<file path="src/rtl/hall_commutator.sv">
// Hall-sensor commutator: synchronises and deglitches three hall inputs, decodes them into
// registered phase drive, and tracks faults, signed steps, commutation period and stall.
module hall_commutator #(
  parameter int FILTER_CYCLES = 4,
  parameter int PERIOD_WIDTH  = 16,
  parameter int STALL_CYCLES  = 50000,
  parameter int STEP_WIDTH    = 16
) (
  input  logic                         clk,
  input  logic                         rst_n,
  input  logic [2:0]                   hall,
  input  logic                         en,
  input  logic                         dir,
  input  logic                         brake,
  input  logic                         fault_clr,
  output logic [2:0]                   u,
  output logic [2:0]                   z,
  output logic                         hall_fault,
  output logic                         stall,
  output logic [PERIOD_WIDTH-1:0]      period,
  output logic                         period_valid,
  output logic signed [STEP_WIDTH-1:0] steps
);

  localparam logic [7:0]              FILT_LIM  = 8'(FILTER_CYCLES);
  localparam logic [PERIOD_WIDTH-1:0] STALL_LIM = PERIOD_WIDTH'(STALL_CYCLES);
  localparam logic [PERIOD_WIDTH-1:0] CNT_MAX   = {PERIOD_WIDTH{1'b1}};
  localparam logic [PERIOD_WIDTH-1:0] CNT_ONE   = {{(PERIOD_WIDTH-1){1'b0}}, 1'b1};
  localparam logic [STEP_WIDTH-1:0]   STEP_ONE  = {{(STEP_WIDTH-1){1'b0}}, 1'b1};
  localparam logic [2:0]              IDX_BAD   = 3'd7;

  // Position of a code in the forward rotation; 000/111 map to IDX_BAD.
  function automatic logic [2:0] seq_index(input logic [2:0] code);
    case (code)
      3'b101:  seq_index = 3'd0;
      3'b100:  seq_index = 3'd1;
      3'b110:  seq_index = 3'd2;
      3'b010:  seq_index = 3'd3;
      3'b011:  seq_index = 3'd4;
      3'b001:  seq_index = 3'd5;
      default: seq_index = IDX_BAD;
    endcase
  endfunction

  function automatic logic [2:0] idx_next(input logic [2:0] idx);
    idx_next = (idx == 3'd5) ? 3'd0 : idx + 3'd1;
  endfunction

  function automatic logic [2:0] idx_prev(input logic [2:0] idx);
    idx_prev = (idx == 3'd0) ? 3'd5 : idx - 3'd1;
  endfunction

  // Forward drive as {u, z}.
  function automatic logic [5:0] fwd_drive(input logic [2:0] code);
    case (code)
      3'b101:  fwd_drive = 6'b100_001;
      3'b100:  fwd_drive = 6'b100_010;
      3'b110:  fwd_drive = 6'b010_100;
      3'b010:  fwd_drive = 6'b010_001;
      3'b011:  fwd_drive = 6'b001_010;
      3'b001:  fwd_drive = 6'b001_100;
      default: fwd_drive = 6'b000_111;
    endcase
  endfunction

  logic [2:0]              sync_a_r;
  logic [2:0]              hall_sync_r;
  logic [2:0]              h_f_r;
  logic                    h_ok_r;
  logic [2:0]              cand_r;
  logic [7:0]              filt_cnt_r;
  logic [PERIOD_WIDTH-1:0] per_cnt_r;
  logic                    ref_ok_r;

  logic [7:0]              filt_next_s;
  logic                    accept_s;
  logic [2:0]              prev_idx_s;
  logic [2:0]              new_idx_s;
  logic                    step_fwd_s;
  logic                    step_rev_s;
  logic                    step_s;
  logic                    neutral_s;
  logic                    jump_fault_s;
  logic                    fault_set_s;
  logic                    stall_hit_s;
  logic [5:0]              fwd_s;
  logic [2:0]              u_next_s;
  logic [2:0]              z_next_s;

  // Two-flop synchroniser for the asynchronous hall pins.
  always_ff @(posedge clk) begin
    if (!rst_n) begin
      sync_a_r    <= 3'b000;
      hall_sync_r <= 3'b000;
    end else begin
      sync_a_r    <= hall;
      hall_sync_r <= sync_a_r;
    end
  end

  // Deglitch count: a differing code must hold for FILTER_CYCLES samples in a row.
  always_comb begin
    filt_next_s = 8'd0;
    accept_s    = 1'b0;
    if (hall_sync_r == h_f_r) begin
      filt_next_s = 8'd0;
    end else begin
      if ((filt_cnt_r != 8'd0) && (hall_sync_r == cand_r)) begin
        filt_next_s = filt_cnt_r + 8'd1;
      end else begin
        filt_next_s = 8'd1;
      end
      accept_s = (filt_next_s == FILT_LIM);
    end
  end

  // Classify each accepted code against the previous filtered code.
  always_comb begin
    prev_idx_s   = seq_index(h_f_r);
    new_idx_s    = seq_index(hall_sync_r);
    step_fwd_s   = 1'b0;
    step_rev_s   = 1'b0;
    neutral_s    = 1'b0;
    jump_fault_s = 1'b0;
    if (accept_s) begin
      if (!h_ok_r || (prev_idx_s == IDX_BAD)) begin
        neutral_s = 1'b1;
      end else if (new_idx_s == IDX_BAD) begin
        jump_fault_s = 1'b1;
      end else if (new_idx_s == idx_next(prev_idx_s)) begin
        step_fwd_s = 1'b1;
      end else if (new_idx_s == idx_prev(prev_idx_s)) begin
        step_rev_s = 1'b1;
      end else begin
        jump_fault_s = 1'b1;
      end
    end else begin
      neutral_s = 1'b0;
    end
    step_s      = step_fwd_s | step_rev_s;
    fault_set_s = jump_fault_s | (h_ok_r & (prev_idx_s == IDX_BAD));
    stall_hit_s = (per_cnt_r == STALL_LIM);
  end

  // Filter state, accepted code and step counter.
  always_ff @(posedge clk) begin
    if (!rst_n) begin
      cand_r     <= 3'b000;
      filt_cnt_r <= 8'd0;
      h_f_r      <= 3'b000;
      h_ok_r     <= 1'b0;
      steps      <= '0;
    end else begin
      cand_r     <= hall_sync_r;
      filt_cnt_r <= accept_s ? 8'd0 : filt_next_s;
      if (accept_s) begin
        h_f_r  <= hall_sync_r;
        h_ok_r <= 1'b1;
      end
      if (step_fwd_s) begin
        steps <= steps + STEP_ONE;
      end else if (step_rev_s) begin
        steps <= steps - STEP_ONE;
      end
    end
  end

  // Sticky fault; a simultaneous set beats the clear.
  always_ff @(posedge clk) begin
    if (!rst_n) begin
      hall_fault <= 1'b0;
    end else if (fault_set_s) begin
      hall_fault <= 1'b1;
    end else if (fault_clr) begin
      hall_fault <= 1'b0;
    end
  end

  // Period measurement and stall: a stall invalidates the reference so the
  // step that ends it reports no period.
  always_ff @(posedge clk) begin
    if (!rst_n) begin
      per_cnt_r    <= '0;
      ref_ok_r     <= 1'b0;
      period       <= '0;
      period_valid <= 1'b0;
      stall        <= 1'b0;
    end else begin
      period_valid <= 1'b0;
      if (accept_s) begin
        per_cnt_r <= CNT_ONE;
      end else if (per_cnt_r != CNT_MAX) begin
        per_cnt_r <= per_cnt_r + CNT_ONE;
      end
      if (step_s) begin
        if (ref_ok_r && !stall_hit_s) begin
          period       <= per_cnt_r;
          period_valid <= 1'b1;
        end
        ref_ok_r <= 1'b1;
        stall    <= 1'b0;
      end else if (neutral_s) begin
        ref_ok_r <= 1'b0;
      end else if (stall_hit_s && !accept_s) begin
        stall    <= 1'b1;
        ref_ok_r <= 1'b0;
      end
    end
  end

  // Drive selection; reverse energises the phase that forward leaves low.
  always_comb begin
    fwd_s    = fwd_drive(h_f_r);
    u_next_s = 3'b000;
    z_next_s = 3'b111;
    if (hall_fault || !en || !h_ok_r || (prev_idx_s == IDX_BAD)) begin
      u_next_s = 3'b000;
      z_next_s = 3'b111;
    end else if (brake) begin
      u_next_s = 3'b000;
      z_next_s = 3'b000;
    end else if (!dir) begin
      u_next_s = fwd_s[5:3];
      z_next_s = fwd_s[2:0];
    end else begin
      u_next_s = ~(fwd_s[5:3] | fwd_s[2:0]);
      z_next_s = fwd_s[2:0];
    end
  end

  // Registered phase outputs.
  always_ff @(posedge clk) begin
    if (!rst_n) begin
      u <= 3'b000;
      z <= 3'b111;
    end else begin
      u <= u_next_s;
      z <= z_next_s;
    end
  end

endmodule

</file>
<file path="config.mk">
export PLATFORM = sky130hd
export DESIGN_NAME = hall_commutator
export DESIGN_NICKNAME = d
export VERILOG_FILES = /design/src/rtl/hall_commutator.sv
export SDC_FILE = /design/constraint.sdc
export NUM_CORES = 1
export LEC_CHECK = 0
export BUFFER_PORTS_ARGS = -buffer_cell sky130_fd_sc_hd__buf_2
export CORE_MARGIN = 4
export CORE_UTILIZATION = 44
export DETAILED_ROUTE_END_ITERATION = 10
export MAX_ROUTING_LAYER = met4
export PLACE_DENSITY = 0.67
export SLEW_MARGIN = 20
export SYNTH_ARGS = -nofsm -noshare
export SYNTH_HDL_FRONTEND = slang
export SYNTH_SLANG_ARGS = --single-unit
</file>
<file path="constraint.sdc">
create_clock -name clk -period 5.19 [get_ports clk]
set_clock_uncertainty 0.15 [all_clocks]
set_input_delay 0.7785 -clock clk [delete_from_list [all_inputs] [get_ports clk]]
set_output_delay 0.7785 -clock clk [all_outputs]
set_load 0.03 [all_outputs]
</file>
; Word level (Yosys, flattened, before mapping)
; Index checks and enable logic that the tools add are counted.
[op_classes]
addsub = 6
eq_ne = 22
mux = 36
n_bitwise = 7
reduce_logical = 25
[op_table]
columns = op, n
row1 = 3-bit case mux with 6 select lines, 2
row2 = 6-bit case mux with 6 select lines, 1
row3 = "16-bit by 1-bit adder with 16-bit output, second input constant", 2
row4 = 16-bit two-way mux, 2
row5 = "3-bit == test, second input constant", 9
row6 = 1-bit two-way mux, 25
row7 = "16-bit == test, second input constant", 1
row8 = 8-bit two-way mux, 2
row9 = "16-bit != test, second input constant", 1
row10 = "16-bit by 1-bit subtractor with 16-bit output, second input constant", 1
row11 = "3-bit by 2-bit == test with 1-bit output, second input constant", 4
row12 = 3-bit == test, 4
row13 = 3-bit two-way mux, 4
row14 = "8-bit by 1-bit adder with 8-bit output, second input constant", 1
row15 = "8-bit by 3-bit == test with 1-bit output, second input constant", 1
row16 = 8-bit nonzero test, 1
row17 = "3-bit by 1-bit == test with 1-bit output, second input constant", 2
row18 = 2-bit AND reduction, 3
row19 = 2-bit nonzero test, 3
row20 = 2-bit OR reduction, 3
row21 = 3-bit OR reduction, 2
row22 = 1-bit logical NOT, 4
row23 = 1-bit logical OR, 4
row24 = "3-bit by 1-bit adder with 3-bit output, second input constant", 1
row25 = other kinds (9), 13
[totals]
ff_bits = 79
output_inout_bits = 41

; Longest topological paths before layout
; Gate-level depths: netlist (run 1).
[depth]
word_depth = 12
depth_mapped = 22
ltp_nobuf = 21

; Least setup slack after synthesis (run 1)
; OpenSTA, ideal clock, no wires.
[synth_timing]
kind = reg-to-reg
start = register h_f_r[0]
end = register steps[15]
setup_ns = 0.072
arrival_ns = 5.251
required_time_ns = 4.968
slack_ns = -0.282
path_stages_with_launch = 23
period_less_slack_ns = 5.472
cell_sequence = dfxtp_1 > buf_2 > inv_1 > ha_1 > nor3_1 > o21ai_0 > nand2_1 > nor3_1 > ha_1 > o21ai_1 > or4_1 > a31oi_1 > o32a_4 > nand2_1 > ha_1 > a211oi_1 > o21bai_1 > a21oi_1 > o211ai_1 > and3_1 > or2_2 > o41ai_1 > mux2i_1
[synth_via]
elab_chain_len = 11
word_cells_on_any_way = 30
cone_classes = add/sub (2) / eq/ne (11) / mux (14) / reduce/logical (3)
[synth_rtl]
columns = element, line
row1 = start: declaration, 68  ; logic [2:0] h_f_r;
row2 = start signal: assignment, 157  ; h_f_r <= hall_sync_r;
row3 = "3-bit by 1-bit == test with 1-bit output, or another cell as far along", 34  ; case (code)
row4 = 3-bit case mux with 6 select lines, 34
row5 = 3-bit by 1-bit subtractor with 3-bit output / 3-bit logical NOT (equally long branches), 50  ; idx_prev = (idx == 3'd0) ? 3'd5 : idx - 3'd1;
row6 = 3-bit two-way mux, 50
row7 = 3-bit == test, 132  ; end else if (new_idx_s == idx_prev(prev_idx_s)) begin
row8 = 1-bit two-way mux, 132
row9 = 1-bit two-way mux, 130  ; end else if (new_idx_s == idx_next(prev_idx_s)) begin
row10 = 1-bit two-way mux, 128  ; end else if (new_idx_s == IDX_BAD) begin
row11 = 1-bit two-way mux, 126  ; if (!h_ok_r || (prev_idx_s == IDX_BAD)) begin
row12 = 1-bit two-way mux, 125  ; if (accept_s) begin
row13 = 2-bit nonzero test (no source line), n/a
row14 = end signal: assignment, 161  ; steps <= steps + STEP_ONE;
row15 = end signal: assignment, 163  ; steps <= steps - STEP_ONE;
row16 = end: declaration, 22  ; output logic signed [STEP_WIDTH-1:0] steps
; Parallel ways exist; a longest one is shown, timed or not.
; A chain may end at the register's enable or synchronous reset.

; Worst setup path after layout (run 1)
[layout_timing]
start = register h_f_r[1]
end = register steps[15]
; The elaborated chain is that of the path after synthesis.

==> qor.yml, run 1 <==
place:
  place.gp.congestion: 0.8914
  io_buffers: 49
  place_area_mm2: 0.004790
  hpwl_um: 7107
hold_path:
  hold_path_startpoint: "sync_a_r[0]$_SDFF_PN0_"
  holdPathEnd: "hall_sync_r[0]$_SDFF_PN0_"
  hold_path_class: "reg2reg"
  holdPathStages: 1
power_and_ir_drop:
  switching_share_pct: 24.08
  pwr-share-seq_pct: 57.8
  p_leak_uw: 0.002077
  powerDensity_mw_per_mm2: 213.2
  internal-power_uw: 811.8
  peakVddDrop_mv: 0.09711
  switching_power_uw: 257.5
  combPwrFrac_pct: 3.6
  clkPwrFrac_pct: 38.6
job:
  cap_viol_max_count: 0
global_route:
  grt_pass1_wl_um: 16480
  grt_max_degree: 45
  antenna_found_initial: 0
  gr-total-overflow: 0
  grtUsageTotal_pct: 18.04
  grt_pass1_vias: 3550
worst_setup_path:
  crit_path_frequent_cell: "ha_1"
  cp-start-kind: "register"
  regToRegSetupSlack_ns: 0.24
  r2r-end: "steps[15]$_SDFFE_PN0P_"
  path_class: "reg2reg"
  end_kind: "register"
  slowest_delay_ns: 0.53
  cpMaxStageDelayCell: "or4_1"
  crit_chain: "inv_1 -> ha_1 -> nor3_2 -> o21ai_1 -> nand2_1 -> nor3_1 -> ha_1 -> o21ai_1 -> or4_1 -> a31oi_1 -> o32a_4 -> nand2_8 -> ha_1 -> a211oi_2 -> o21bai_1 -> a21oi_2 -> o211ai_1 -> and3_1 -> or2_2 -> o41ai_2 -> mux2i_1"
  worstReg2RegStart: "h_f_r[1]$_SDFFE_PN0P_"
  critPathMaxFanout: 15
  crit_arrival_ns: 5.08
  crit_required_ns: 5.33
  r2r_cells: 21
synth:
  synth_area_mm2: 0.004370
  synth_cell_type_count: 59
  yosys_warnings: 0
  avgSynthCellArea_um2: 8.325
  ys_async_sr_fraction_pct: 0
  synth_edf_count: 0
  synthFlopType: "dfxtp_1"
  synthCells: 525
  synth-seq-area-share_pct: 36.19
  synth_nets: 560
  synth_seq_cells: 79
route:
  ant_nets: 0
  vias: 3786
  drc: 0
  drt_wl_total_um: 9815
  wl_per_cell_um: 13.73
  detail_route.iter0.violations: 226
  dr.pass1.iters: 4
  vias_per_cell: 5.295
finish:
  final_nets: 612
  syn_to_final_growth_pct: 14.77
  fin_util_pct: 51.56
  drive_gt1_share_pct: 17.70
  final_cell_area_mm2: 0.005016
  diodes: 0
floorplanning:
  chipHeight_um: 107.7
  die_area_mm2: 0.01159
  rows: 36
  start_util_pct: 44.92
  ioPinCount: 50
  fp.coreArea_mm2: 0.009729
  die_w_um: 107.7
clock_network:
  clk_latency_ns: 0.36
  htree_levels: 3
  cts_root_buf: "clkbuf_8"
  clk_pin_slew_ns: 0.08
  numCtsBuffers: 9
  hold_buffers: 0
  cts_tree: "done"
  cts_sinks: 79
  cts_max_path_buffers: 2
sta:
  slew_headroom_pct: 34.73
  finalCriticalPeriod_ns: 4.946
  max_freq_ghz: 0.2022
  fin_crit_sh_pct: 95.30
  drv_slew: 0
  worst-slew-pin-transition_ns: 0.9791
  finalSetupViolCount: 0
  finalHoldViolCount: 0
  grt_setup_unrepaired: "yes"
run_status:
  status: "finished, final reports clean"
==> synthesized netlist by cell type (3+ instances only) <==
library cell,instances,share of area (%)
nor2_1,63,5.4
nand3_1,36,4.1
buf_2,7,0.80
xnor2_1,24,4.8
and3_1,9,1.3
o21ai_0,33,3.8
o31ai_1,7,1.2
nand2b_1,6,0.86
xor2_1,11,2.2
mux2i_1,20,4.6
o41ai_1,4,0.80
ha_1,25,7.2
a21oi_1,24,2.7
o21a_1,4,0.69
o211ai_1,3,0.52
nand4_1,5,0.72
nor3_1,18,2.1
inv_1,18,1.5
a21o_1,3,0.52
nand2_1,44,3.8
nor2b_1,9,1.3
dfxtp_1,79,36
a31oi_1,4,0.57
or2_2,5,0.72
and2_1,12,1.7
clkbuf_1,10,0.86
==> worst max-delay path: cells and delay by family (launching register included) <==
kind | cells | cell delay [ns]
multiplexers | 1 | 0.21
buffers and inverters | 1 | 0.09
AO/OA/AOI/OAI | 9 | 1.66
adder cells (fa/ha/maj) | 3 | 0.84
AND/OR/NAND/NOR | 7 | 1.52
flip-flops | 1 | 0.38
==> layer usage <==
| metal | track usage [%] | share of wire [%] | wire length (um) |
|---|---|---|---|
| met5 | - | 0 | 0 |
| met4 | 5.591 | 1.6 | 161 |
| met3 | 3.779 | 3.4 | 338 |
| met2 | 28.24 | 47 | 4588 |
| met1 | 23.49 | 48 | 4727 |
==> through the flow <==
step | hold WS [ns] | cells | TNS [ns] | setup WS (ns) | power [uW]
after floorplan | 0.2619 | 525 | 0 | 0.08019 | 658.5
after global placement | 0.2774 | 697 | 0 | 0.2451 | 668.6
after detailed placement | 0.2685 | 697 | 0 | 0.03562 | 669.6
after CTS | 0.2931 | 713 | 0 | 0.01536 | 1084
after global routing | 0.3131 | 715 | -0.09215 | -0.08494 | 1118
final | 0.2878 | 715 | 0 | 0.2437 | 1069
==> cells by family after synthesis <==
family          Yosys count  synth area share, %
compound gates          106                16.40
flops                    79                36.19
simple gates            218                23.88
fa+ha+maj                26                7.615
mux                      21                4.838
buf+inv                  40                4.065
xor+xnor                 35                7.014
==> what timing repair did <==
| item | in CTS | in global routing |
|---|---|---|
| pin swaps | 0 | 2 |
| setup buffers | 0 | 2 |
| gates resized for setup | 1 | 7 |
| setup endpoints to repair | 1 | 6 |
==> worst max path at each step <==
| stage | slack, ns | to | start | cells past startpoint |
|---|---|---|---|---|
| 6_report | 0.24 | steps[15]$_SDFFE_PN0P_ | h_f_r[1]$_SDFFE_PN0P_ | 21 |
| 5_1_grt | -0.08 | steps[14]$_SDFFE_PN0P_ | h_f_r[1]$_SDFFE_PN0P_ | 21 |
| 4_1_cts | 0.02 | steps[14]$_SDFFE_PN0P_ | h_f_r[0]$_SDFFE_PN0P_ | 21 |
| 3_5_place_dp | 0.04 | steps[15]$_SDFFE_PN0P_ | h_f_r[0]$_SDFFE_PN0P_ | 21 |
| 3_3_place_gp | 0.25 | steps[15]$_SDFFE_PN0P_ | h_f_r[0]$_SDFFE_PN0P_ | 21 |
| 2_1_floorplan | 0.08 | steps[15]$_SDFFE_PN0P_ | h_f_r[0]$_SDFFE_PN0P_ | 22 |
==> state kept, by name, indices dropped and copies added (netlist names) <==
signal        cells
filt_cnt_r        8
stall             1
z                 3
h_f_r             3
cand_r            3
period           16
hall_fault        1
h_ok_r            1
hall_sync_r       3
steps            16
sync_a_r          3
ref_ok_r          1
period_valid      1
u                 3
per_cnt_r        16
==> layout by cell type, fill, tap and decap left out, types with 20 or more instances in the layout <==
cell	count
nand3_1	36
mux2i_1	20
xnor2_1	24
a21oi_1	22
nor2_1	62
dfxtp_1	78
nand2_1	43
o21ai_0	32
ha_1	23
buf_2	49
==> power by group through the flow <==
stage               combinational, uW  clock, uW  sequential [uW]
floorplan                        30.3          0              628
global placement                 36.9          0              632
detailed placement               38.0          0              632
CTS                              38.4        429              617
global route                     44.0        455              619
finish                           38.9        413              618
==> area by class of cell <==
class,count,area (um2)
fillers,942,4713
multi-input cells,406,2679
flip-flops and latches,79,1583
repair buffers,62,342.8
well taps,133,166.4
clock buffers,11,141.4
inverters,19,71.32
clock inverters,5,32.53
Note: power is estimated with default switching activity, not from simulation.
==> run 2, diff against run 1 <==
SETUP_SLACK_MARGIN = 0.4   (was default)
==> run 2 against run 1 <==
  * Global-route usage up 1.0 points
  * Final cell count up 2.5%
  * Sequential power about the same
  * Design area up 8.4%
  * Clock-buffer cell count down 2
  * Critical path depth up 1
  * Critical path type unchanged
  * Largest cell class unchanged
  * Largest power group unchanged
==> qor.yml, run 2 (same netlist as run 1, synthesis figures left out) <==
clock_network:
  hold_buffers: 0  # unchanged
  clk_latency_ns: 0.37  # about the same
  cts_tree: "done"
  cts_max_path_buffers: 2  # unchanged
  cts_root_buf: "clkbuf_8"
  clk_pin_slew_ns: 0.09  # about the same
  numCtsBuffers: 9  # unchanged
  cts_sinks: 79  # unchanged
  htree_levels: 3  # unchanged
global_route:
  grt_pass1_vias: 3673  # +3.5%
  antenna_found_initial: 0  # unchanged
  grt_max_degree: 45  # unchanged
  grt_pass1_wl_um: 17280  # +4.9%
  gr-total-overflow: 0  # unchanged
  grtUsageTotal_pct: 19.06  # +1.0 points
place:
  io_buffers: 49  # unchanged
  hpwl_um: 7201  # +1.3%
  place.gp.congestion: 0.8747  # -1.9%
  dp.cells: 694  # -0.43%
finish:
  syn_to_final_growth_pct: 24.45
  final_cell_mix: "dfxtp_1, nor2_1, buf_2"
  fin_cells: 733  # +2.5%
  fill_cells: 897  # -4.8%
  drive_gt1_share_pct: 25.17  # +7.5 points
  diodes: 0  # unchanged
  reg.largest.list: "per_cnt_r: 16 flops, period: 16 flops, steps: 16 flops"
  final_common_cell: "dfxtp_1"
  final_nets: 630  # +2.9%
worst_setup_path:
  crit_chain: "buf_12 -> ha_4 -> nor3_4 -> o21ai_2 -> nand2_2 -> nor3_2 -> ha_1 -> o21ai_2 -> or4_4 -> a31oi_4 -> o32a_4 -> nand2_4 -> ha_4 -> a21o_1 -> a21oi_2 -> buf_4 -> a2bb2oi_1 -> o31ai_4 -> o41ai_2 -> xnor2_1 -> mux2i_1 -> nor2_1"
  cp-start-kind: "register"
  end_kind: "register"
  critPathLaunch: "h_f_r[1]$_SDFFE_PN0P_"
  slowest_delay_ns: 0.50  # -0.03 ns
  crit_arrival_ns: 4.72  # -0.36 ns
  worstReg2RegStart: "h_f_r[1]$_SDFFE_PN0P_"
  crit_required_ns: 5.29  # -0.04 ns
  crit_buf_inv: 2  # +1
  path_class: "reg2reg"
  crit_family: "compound AO/OA/AOI/OAI gates"
  critPathMaxFanout: 7  # -8
  cpMaxStageDelayCell: "or4_4"
  r2r_cells: 22  # +4.8%
  path_depth: 22  # +4.8%
sta:
  finalSetupViolCount: 0  # unchanged
  worst-slew-pin-transition_ns: 0.8268  # -0.1523 ns
  slew_headroom_pct: 44.46  # +9.7 points
  fin_crit_sh_pct: 89.20  # -6.1 points
  grt_setup_unrepaired: "yes"
  tns_ns: 0  # unchanged
  drv_slew: 0  # unchanged
  finalHoldViolCount: 0  # unchanged
  finalCriticalPeriod_ns: 4.629  # -0.3171 ns
  holdWs_ns: 0.2960  # +0.008180 ns
  max_freq_ghz: 0.2160  # +6.8%
job:
  cap_viol_max_count: 0  # unchanged
power_and_ir_drop:
  peakVddDrop_mv: 0.1154  # +19%
  powerDensity_mw_per_mm2: 224.4  # +5.2%
  p_leak_uw: 0.002240  # +7.9%
route:
  dr.pass1.iters: 5  # +1
  drc: 0  # unchanged
  vias_per_cell: 5.337  # +0.79%
  ant_nets: 0  # unchanged
  drt_wl_total_um: 10820  # +10%
  detail_route.iter0.violations: 240  # +6.2%
  wl_per_cell_um: 14.76  # +7.5%
  vias: 3912  # +3.3%
floorplanning:
  die_area_mm2: 0.01159  # unchanged
  rows: 36  # unchanged
  ioPinCount: 50  # unchanged
  start_util_pct: 44.92  # unchanged
  fp.coreArea_mm2: 0.009729  # unchanged
  die_w_um: 107.7  # unchanged
  chipHeight_um: 107.7  # unchanged
hold_path:
  hold_path_class: "reg2reg"
  holdPathStages: 1  # unchanged
  hold_path_startpoint: "sync_a_r[0]$_SDFF_PN0_"
run_status:
  status: "finished, final reports clean"
==> run 2: cell types whose count changed in the layout (fill, tap and decap cells not counted), moves of 3 or more <==
| cell | previous run | this run |
|---|---|---|
| ha_4 | 1 | 7 |
| ha_1 | 23 | 17 |
| a21oi_1 | 22 | 19 |
| bufinv_16 | 0 | 3 |
| o21ai_2 | 0 | 3 |
| buf_4 | 13 | 29 |
==> run 2: worst paths after layout <==
kind / endpoint / slack (ns)
hold / removal: hall_sync_r[0]$_SDFF_PN0_ / 0.30
setup / recovery: steps[14]$_SDFFE_PN0P_ / 0.56
setup reg to reg: steps[14]$_SDFFE_PN0P_ / 0.56
hold reg to reg: hall_sync_r[0]$_SDFF_PN0_ / 0.30
==> run 2: through the flow <==
stage	instance area [um2]	setup WS, ns	util, %	total power (uW)
CTS	5140	0.4329	52.83	1235
global route	5439	0.2740	55.90	1264
detailed placement	4810	0.1397	49.43	670.0
global placement	4810	0.2808	49.43	669.2
finish	5439	0.5608	55.90	1220
floorplan	4451	0.4080	-	658.8
==> run 2: where the power goes <==
group	internal, uW	switching (uW)	total [uW]
registers	610	6.98	617
logic	14.4	25.2	39.7
clock network	321	243	564
total	946	275	1220
==> run 2: area by class of cell <==
| type | instances | area (um2) | share of cell area [%] |
|---|---|---|---|
| inverter | 19 | 78.83 | 1.449 |
| sequential | 79 | 1588 | 29.19 |
| multi-input combinational | 407 | 2879 | 52.93 |
| clock buffer | 9 | 123.9 | 2.277 |
| clock inverter | 7 | 120.1 | 2.208 |
| timing repair buffer | 79 | 483.0 | 8.880 |
| tap | 133 | 166.4 | 3.060 |
==> run 2: layer usage <==
layer / part of all wire [%] / track usage, %
met1: 45 / 23.21
met2: 49 / 30.68
met3: 3.5 / 4.199
met4: 2.3 / 7.755
met5: 0 / -
==> run 2: repair_timing <==
action / in CTS / in global routing
endpoints found under the setup margin: 3 / 6
gates resized for setup: 12 / 32
pin swaps: 2 / 19
setup buffers: 5 / 17
gates cloned: 0 / 1
==> run 2: worst register-to-register path, stage by stage, from the launching register on <==
cell and delay [ns]:
dfxtp_4 0.37, buf_12 0.14, ha_4 0.18, nor3_4 0.22
o21ai_2 0.12, nand2_2 0.09, nor3_2 0.04, ha_1 0.30
o21ai_2 0.07, or4_4 0.50, a31oi_4 0.17, o32a_4 0.24
nand2_4 0.11, ha_4 0.28, a21o_1 0.21, a21oi_2 0.17
buf_4 0.13, a2bb2oi_1 0.27, o31ai_4 0.13, o41ai_2 0.34
xnor2_1 0.11, mux2i_1 0.13, nor2_1 0.05
